[config.mk]
export PLATFORM = sky130hd
export DESIGN_NAME = refill_beat_router
export DESIGN_NICKNAME = d
export VERILOG_FILES = /design/src/rtl/refill_beat_router.sv
export SDC_FILE = /design/constraint.sdc
export NUM_CORES = 1
export LEC_CHECK = 0
export CORE_ASPECT_RATIO = 1.4
export CORE_MARGIN = 2
export CORE_UTILIZATION = 55
export DETAILED_ROUTE_END_ITERATION = 7
export PLACE_DENSITY = 0.82
export SYNTH_ARGS = -nofsm -noshare
export SYNTH_HDL_FRONTEND = slang
export SYNTH_SLANG_ARGS = --single-unit
export TNS_END_PERCENT = 100
[constraint.sdc]
create_clock -name clock -period 17.5 [get_ports clock]
set_input_delay 3.5 -clock clock [delete_from_list [all_inputs] [get_ports clock]]
set_output_delay 3.5 -clock clock [all_outputs]
set_load 0.05 [all_outputs]
[src/rtl/refill_beat_router.sv]
// Steers a merged stream of refill beats into two per-destination FIFOs selected by id,
// and raises a sticky flag when a destination receives an out-of-sequence beat offset.
module refill_beat_router #(
    parameter int DEPTH    = 2,
    parameter int DATA_W   = 64,
    parameter int OFFSET_W = 3
) (
    input  logic                         clock,
    input  logic                         reset,

    output logic                         io_in_ready,
    input  logic                         io_in_valid,
    input  logic                         io_in_bits_id,
    input  logic [OFFSET_W-1:0]          io_in_bits_offset,
    input  logic [DATA_W-1:0]            io_in_bits_data,

    input  logic                         io_out_0_ready,
    output logic                         io_out_0_valid,
    output logic [OFFSET_W-1:0]          io_out_0_bits_offset,
    output logic [DATA_W-1:0]            io_out_0_bits_data,
    output logic                         io_out_0_bits_last,

    input  logic                         io_out_1_ready,
    output logic                         io_out_1_valid,
    output logic [OFFSET_W-1:0]          io_out_1_bits_offset,
    output logic [DATA_W-1:0]            io_out_1_bits_data,
    output logic                         io_out_1_bits_last,

    output logic [$clog2(DEPTH+1)-1:0]   io_count_0,
    output logic [$clog2(DEPTH+1)-1:0]   io_count_1,
    output logic                         io_order_err
);

    localparam int CNT_W = $clog2(DEPTH + 1);
    localparam int PTR_W = (DEPTH > 1) ? $clog2(DEPTH) : 1;
    localparam logic [PTR_W-1:0] PTR_LAST = PTR_W'(DEPTH - 1);
    localparam logic [CNT_W-1:0] CNT_FULL = CNT_W'(DEPTH);

    logic [OFFSET_W-1:0] off_mem  [2][DEPTH];
    logic [DATA_W-1:0]   data_mem [2][DEPTH];
    logic [PTR_W-1:0]    wr_ptr   [2];
    logic [PTR_W-1:0]    rd_ptr   [2];
    logic [CNT_W-1:0]    count    [2];
    logic [OFFSET_W-1:0] exp_off  [2];
    logic [1:0]          full;
    logic [1:0]          valid;
    logic [1:0]          enq;
    logic [1:0]          deq;
    logic                accept;

    function automatic logic [PTR_W-1:0] next_ptr(input logic [PTR_W-1:0] p);
        return (p == PTR_LAST) ? '0 : p + PTR_W'(1);
    endfunction

    // Handshake: a transfer happens on a port exactly in the cycle where valid and ready
    // are both high; ready never looks at valid, and a full FIFO is never ready even while
    // it is being drained in the same cycle.
    always_comb begin
        for (int n = 0; n < 2; n++) begin
            full[n]  = (count[n] == CNT_FULL);
            valid[n] = (count[n] != '0);
        end
        io_in_ready = ~full[io_in_bits_id];
        accept      = io_in_valid & io_in_ready;
        enq         = {accept & io_in_bits_id, accept & ~io_in_bits_id};
        deq         = {io_out_1_ready & valid[1], io_out_0_ready & valid[0]};
    end

    // Payload storage carries no reset; only pointers and counts define what is visible.
    always_ff @(posedge clock) begin
        for (int n = 0; n < 2; n++) begin
            if (!reset && enq[n]) begin
                off_mem[n][wr_ptr[n]]  <= io_in_bits_offset;
                data_mem[n][wr_ptr[n]] <= io_in_bits_data;
            end
        end
    end

    always_ff @(posedge clock) begin
        if (reset) begin
            for (int n = 0; n < 2; n++) begin
                wr_ptr[n]  <= '0;
                rd_ptr[n]  <= '0;
                count[n]   <= '0;
                exp_off[n] <= '0;
            end
            io_order_err <= 1'b0;
        end else begin
            for (int n = 0; n < 2; n++) begin
                if (enq[n]) begin
                    wr_ptr[n] <= next_ptr(wr_ptr[n]);
                    // Resync on the received offset so one slip is reported once, not forever.
                    if (io_in_bits_offset != exp_off[n])
                        io_order_err <= 1'b1;
                    exp_off[n] <= io_in_bits_offset + OFFSET_W'(1);
                end
                if (deq[n])
                    rd_ptr[n] <= next_ptr(rd_ptr[n]);
                case ({enq[n], deq[n]})
                    2'b10:   count[n] <= count[n] + CNT_W'(1);
                    2'b01:   count[n] <= count[n] - CNT_W'(1);
                    default: count[n] <= count[n];
                endcase
            end
        end
    end

    assign io_out_0_valid       = valid[0];
    assign io_out_0_bits_offset = off_mem[0][rd_ptr[0]];
    assign io_out_0_bits_data   = data_mem[0][rd_ptr[0]];
    assign io_out_0_bits_last   = (off_mem[0][rd_ptr[0]] == '1);

    assign io_out_1_valid       = valid[1];
    assign io_out_1_bits_offset = off_mem[1][rd_ptr[1]];
    assign io_out_1_bits_data   = data_mem[1][rd_ptr[1]];
    assign io_out_1_bits_last   = (off_mem[1][rd_ptr[1]] == '1);

    assign io_count_0 = count[0];
    assign io_count_1 = count[1];

endmodule

==> results.cfg, run 1 <==
[status]
status = complete, no violations

[clocking]
root_buffer = sky130_fd_sc_hd__clkbuf_16
cts-buffers-inserted = 26
cts-resized-gates = 0
clock_latency_ps = 520
clk_pin_slew_worst_paths_ps = 70
htreeDepth = 1
postCtsSetupBuffers = 0
numClockSinks = 283
hold_fix_buffers_cts = 0
cts_tree = built
clock_path_buffers = 3

[floorplan]
initial_util_pct = 55.41
design.die.area_sq_um = 20350
die-height_um = 168
die_width_um = 121.1
io-pin-count = 217
floorplan.core_area_sq_um = 19070
rows = 60

[placed_design]
place_area_sq_um = 13030
place.gp.congestion = 0.8145
place.port_buffers = 216
place_ws_ps = 8736
hpwl_um = 13010

[critical_path]
critical_path.max_fanout = 9
worst-endpoint-arrival_ps = 5290
cp.required_ps = 14000
worstSetupStartpoint = io_in_bits_id
worst_setup_path_start_kind = input pin
critical_path_class = input pin to output pin
r2r_start = count[0][1]
worstSetupEndpointType = output pin

[sta]
clock_skew_ps = 13.17
tns_ps = 0
finalHoldViolCount = 0
final_ws_setup_ps = 8713
worst-slew-pin-transition_ps = 1037
layout_min_cycle_time_ps = 8787
timing.final.crit_share_pct = 50.21
max_freq_ghz = 0.1138
final_max_slew_viol_count = 0
setup_repair_after_global_routing_missed_its_margin = no
timing.final.setup_violations = 0
relSlewSlack_pct = 30.88

[routing]
num_vias = 5429
drt_drc_violations_left = 0
remaining_antenna_violation_count = 0
drt-total-wl_um = 21400
avgViaCountPerCell = 5.386
first_pass_iters = 4
drt-initial-drc-count = 296
wl_per_cell_um = 21.23

[logic_synthesis]
post_synth_inst_count = 502
ys_ff_latch = 283
yosysSeqAreaShare_pct = 80.33
synth_warn = 0
post_synth_num_cell_types = 29
synthesis.nets = 581
mapped_avg_cell_area_sq_um = 21.05
synth.cell_area_sq_um = 10570

[global_routing]
largest_net_degree_at_the_start_of_global_routing = 69
gr-total-overflow = 0
grt_util_all_layers_pct = 20.67
global_route.peak_usage_layer = met2
grt_pass1_vias = 5949
groute.layer.met3.usage_pct = 2.778
grt_use_met1_pct = 23.84
antenna_found_initial = 0
grt_pass1_wl_um = 31950
grtUsageMet2_pct = 38.91

[hold_path]
hold_class = flop to flop
holdCritStartpoint = io_order_err

[layout]
design.final.nets = 818
mostFrequentLayoutCell = sky130_fd_sc_hd__edfxtp_1
fillerInstances = 1164
mostFrequentLayoutCells = sky130_fd_sc_hd__edfxtp_1 (282), sky130_fd_sc_hd__clkdlybuf4s50_1 (216), sky130_fd_sc_hd__mux2_2 (134)
layout.cell_area.non_filler_sq_um = 13920
post_route_cells_drive_above_1_share_pct = 25.69
syn2layout_area_growth_pct = 31.71

[power]
leakage_nw = 4.643
post-layout-total-power_mw = 1.688
power.density_cell_area_nw_per_um2 = 121.3
max-vdd-ir-drop_v = 0.00008337

[flow_run]
drv.max_cap_violation_count = 0
kinds of logic (layout without fill, tap and decap cells):
logic type | Yosys count | after routing | share of synthesized area, %
and+or+nand+nor | 34 | 34 | 1.776
xor gates and xnor gates | 9 | 9 | 0.7460
buffers and inverters | 27 | 284 | 1.421
DFF | 283 | 283 | 80.33
other | 0 | 1 | 0
adders and majority gates | 6 | 6 | 0.7105
muxes | 134 | 134 | 14.28
AOI/OAI and AO/OA | 9 | 9 | 0.7342
worst max-delay path, stage by stage:
cell and delay (ps):
sky130_fd_sc_hd__clkdlybuf4s50_1 660, sky130_fd_sc_hd__nor3b_1 120, sky130_fd_sc_hd__a31oi_1 170, sky130_fd_sc_hd__clkdlybuf4s50_1 830
Yosys cell counts:
cell type | n | area share [%]
sky130_fd_sc_hd__a21o_1 | 1 | 0.071
sky130_fd_sc_hd__a311o_2 | 1 | 0.11
sky130_fd_sc_hd__a31o_2 | 1 | 0.083
sky130_fd_sc_hd__a31oi_1 | 1 | 0.059
sky130_fd_sc_hd__and2_1 | 1 | 0.059
sky130_fd_sc_hd__and3_1 | 2 | 0.12
sky130_fd_sc_hd__and4_1 | 1 | 0.083
sky130_fd_sc_hd__buf_2 | 4 | 0.19
sky130_fd_sc_hd__buf_4 | 11 | 0.78
sky130_fd_sc_hd__clkbuf_1 | 1 | 0.035
sky130_fd_sc_hd__clkbuf_2 | 2 | 0.095
sky130_fd_sc_hd__dfxtp_1 | 1 | 0.19
sky130_fd_sc_hd__edfxtp_1 | 282 | 80
sky130_fd_sc_hd__ha_1 | 6 | 0.71
sky130_fd_sc_hd__inv_1 | 9 | 0.32
sky130_fd_sc_hd__mux2_2 | 134 | 14
sky130_fd_sc_hd__nand2b_1 | 7 | 0.41
sky130_fd_sc_hd__nand3b_1 | 1 | 0.071
sky130_fd_sc_hd__nor2_1 | 12 | 0.43
sky130_fd_sc_hd__nor3_1 | 3 | 0.14
sky130_fd_sc_hd__nor3b_1 | 4 | 0.28
sky130_fd_sc_hd__nor4_1 | 2 | 0.12
sky130_fd_sc_hd__o211ai_1 | 1 | 0.071
sky130_fd_sc_hd__o21ai_0 | 1 | 0.047
sky130_fd_sc_hd__o21bai_1 | 2 | 0.14
sky130_fd_sc_hd__o32ai_2 | 1 | 0.15
sky130_fd_sc_hd__or2_2 | 1 | 0.059
sky130_fd_sc_hd__xnor2_1 | 6 | 0.50
sky130_fd_sc_hd__xor2_1 | 3 | 0.25
routing by layer:
metal | up-vias | routed length (um) | part of all wire [%]
li1 | 2435 | - | -
met1 | 2767 | 7836 | 37
met2 | 192 | 12000 | 56
met3 | 35 | 1009 | 4.7
met4 | 0 | 557 | 2.6
met5 | - | 0 | 0
flip-flops by register name, summed over array words and instances (netlist names):
register	cells
off_mem	12
data_mem	256
wr_ptr	2
exp_off	6
count	4
io_order_err	1
rd_ptr	2
per-stage QoR:
| step | hold WS (ps) | instances | util, % |
|---|---|---|---|
| 2_1_floorplan | 546.9 | 502 | - |
| 4_1_cts | 517.1 | 1007 | 72.97 |
| 3_3_place_gp | 496.0 | 959 | 68.31 |
| 6_report | 520.6 | 1008 | 72.99 |
| 3_5_place_dp | 503.0 | 959 | 68.31 |
| 5_1_grt | 531.4 | 1007 | 72.97 |
report_power, final:
group | internal, mW | leakage [nW] | switching, mW
Sequential | 0.771 | 2.58 | 0.00818
Clock | 0.340 | 0.423 | 0.236
Combinational | 0.122 | 1.64 | 0.211
Total | 1.23 | 4.64 | 0.455
area by class of cell:
cell class	count	area (sq um)	share of cell area, %
multi-input cells	192	1948	14.00
diodes	1	2.502	0.01798
well taps	248	310.3	2.230
flip-flops and latches	283	8488	60.99
inverters	9	33.78	0.2427
repair buffers	227	2245	16.13
clock buffers	28	679.4	4.882
clock inverters	20	210.2	1.510
final timing paths:
| path | to | slack [ps] | depth (start not counted) |
|---|---|---|---|
| worst max-delay path | io_in_ready | 8710 | 4 |
| worst min-delay path | io_order_err | 520 | 2 |
| worst min register to register | io_order_err | 520 | 2 |
| worst max register to register | data_mem[0][241] | 15190 | 4 |
Power figures use the tool's default switching activity.
==> run 2, diff against run 1 <==
--- a/config.mk
+++ b/config.mk
@@ -7,9 +7,9 @@
 export LEC_CHECK = 0
 export CORE_ASPECT_RATIO = 1.4
 export CORE_MARGIN = 2
-export CORE_UTILIZATION = 55
+export CORE_UTILIZATION = 51
 export DETAILED_ROUTE_END_ITERATION = 7
-export PLACE_DENSITY = 0.82
+export PLACE_DENSITY = 0.77
 export SYNTH_ARGS = -nofsm -noshare
 export SYNTH_HDL_FRONTEND = slang
 export SYNTH_SLANG_ARGS = --single-unit
==> constraint.sdc (replaced) <==
create_clock -name clock -period 8.2 [get_ports clock]
set_input_delay 1.64 -clock clock [delete_from_list [all_inputs] [get_ports clock]]
set_output_delay 1.64 -clock clock [all_outputs]
set_load 0.05 [all_outputs]
==> results.cfg, run 2 (synthesized netlist as in run 1, its figures left out) <==
[layout]
largest_register_ffs = 256
post_route_cells_drive_above_1_share_pct = 25.17
design.final.nets = 817
mostFrequentLayoutCell = sky130_fd_sc_hd__edfxtp_1
syn2layout_area_growth_pct = 30.42
mostFrequentLayoutCells = sky130_fd_sc_hd__edfxtp_1 (282), sky130_fd_sc_hd__clkdlybuf4s50_1 (216), sky130_fd_sc_hd__mux2_2 (134)

[sta]
layout_min_cycle_time_ps = 5079
clock_skew_ps = 10.33
relSlewSlack_pct = 30.99
timing.final.crit_share_pct = 61.94
tns_ps = 0
final_ws_setup_ps = 3121
worst-slew-pin-transition_ps = 1035
setup_repair_after_global_routing_missed_its_margin = no
finalHoldViolCount = 0
timing.final.setup_violations = 0
max_freq_ghz = 0.1969
final_max_slew_viol_count = 0

[routing]
num_vias = 5377
highest_layer_used_for_signal_routing = met5
drt_drc_violations_left = 0
remaining_antenna_violation_count = 0
detailroute.wirelength.met3_um = 978
met2_wire_length_um = 11820
avgViaCountPerCell = 5.313
first_pass_iters = 4
wl_per_cell_um = 21.31
drt-initial-drc-count = 324
drt-met1-wl_um = 8052
drt-total-wl_um = 21570

[critical_path]
worst_r2r_path_depth = 6
critical_path_class = input pin to output pin
worst_setup_path_start_kind = input pin
worst-endpoint-arrival_ps = 3440
critical_path.max_fanout = 9
worstSetupEndpointType = output pin
cp.required_ps = 6560

[clocking]
numClockSinks = 283
hold_fix_buffers_cts = 0
postCtsSetupBuffers = 0
clock_path_buffers = 3
clk_pin_slew_worst_paths_ps = 60
cts_tree = built
root_buffer = sky130_fd_sc_hd__clkbuf_16
htreeDepth = 1
clock_latency_ps = 510
cts-buffers-inserted = 25
cts-resized-gates = 0

[flow_run]
drv.max_cap_violation_count = 0

[floorplan]
design.die.area_sq_um = 21900
die-height_um = 174.3
io-pin-count = 217
initial_util_pct = 51.79
rows = 62
die_width_um = 125.7
floorplan.core_area_sq_um = 20400

[status]
status = complete, no violations

[global_routing]
grt_pass1_vias = 5961
grt_pass1_wl_um = 33140
gr-total-overflow = 0
antenna_found_initial = 2
largest_net_degree_at_the_start_of_global_routing = 69
grt_util_all_layers_pct = 19.58

[placed_design]
place.gp.congestion = 0.7509
hpwl_um = 13540
place.port_buffers = 216
place_ws_ps = 3144

[power]
max-vdd-ir-drop_v = 0.0001865
leakage_nw = 4.592
power.density_cell_area_nw_per_um2 = 249.6
post-layout-total-power_mw = 3.440

[hold_path]
hold_class = flop to flop
min_path_cells = 2
-- run 2: cell types whose count changed in the layout (fill, tap and decap cells not counted) --
cell                         change
sky130_fd_sc_hd__clkbuf_16       -2
sky130_fd_sc_hd__clkinvlp_4      -4
sky130_fd_sc_hd__clkinv_4        -1
sky130_fd_sc_hd__clkinv_1        -3
sky130_fd_sc_hd__clkbuf_1        +4
sky130_fd_sc_hd__inv_6           +1
sky130_fd_sc_hd__clkinv_2        +4
sky130_fd_sc_hd__bufinv_16       -3
-- run 2: layout make-up --
cell class	instances	area, sq um
Multi-Input combinational cell	192	1948
Antenna cell	1	2.502
Tap cell	256	320.3
Timing Repair Buffer	227	2245
Sequential cell	283	8488
Inverter	9	33.78
Fill cell	1312	6621
Clock inverter	14	98.84
Clock buffer	30	644.4
-- run 2: path summary, 6_finish.rpt --
check | slack [ps] | endpoint | from
worst max-delay path | 3120 | io_in_ready | io_in_bits_id
worst min-delay path | 510 | io_order_err | io_order_err
worst max register to register | 5840 | count[1][1] | count[0][0]
worst min register to register | 510 | io_order_err | io_order_err
-- run 2: metal layers --
| metal | GRT usage (%) | vias up |
|---|---|---|
| met5 | 0 | - |
| met4 | 7.361 | 2 |
| met3 | 3.047 | 44 |
| met2 | 36.64 | 173 |
| met1 | 22.40 | 2711 |
| li1 | - | 2447 |
-- run 2: power by group --
group	total (mW)	leakage [nW]	internal [mW]	switching [mW]
Combinational	0.709	1.64	0.261	0.448
Clock	1.07	0.371	0.592	0.477
Sequential	1.66	2.58	1.65	0.0166
-- run 2: stage by stage --
| stage | instance area (sq um) | utilization (%) | instances | hold WS (ps) |
|---|---|---|---|---|
| after global placement | 13040 | 63.89 | 967 | 494.3 |
| after global routing | 13780 | 67.55 | 1012 | 528.8 |
| after CTS | 13780 | 67.53 | 1011 | 507.8 |
| after detailed placement | 13040 | 63.89 | 967 | 491.9 |
| after floorplan | 10570 | - | 502 | 546.9 |
| final | 13780 | 67.55 | 1012 | 508.2 |
-- run 2: worst max-delay path: stages --
cell and delay [ps]:
sky130_fd_sc_hd__clkdlybuf4s50_1 670, sky130_fd_sc_hd__nor3b_1 120, sky130_fd_sc_hd__a31oi_1 180, sky130_fd_sc_hd__clkdlybuf4s50_1 830
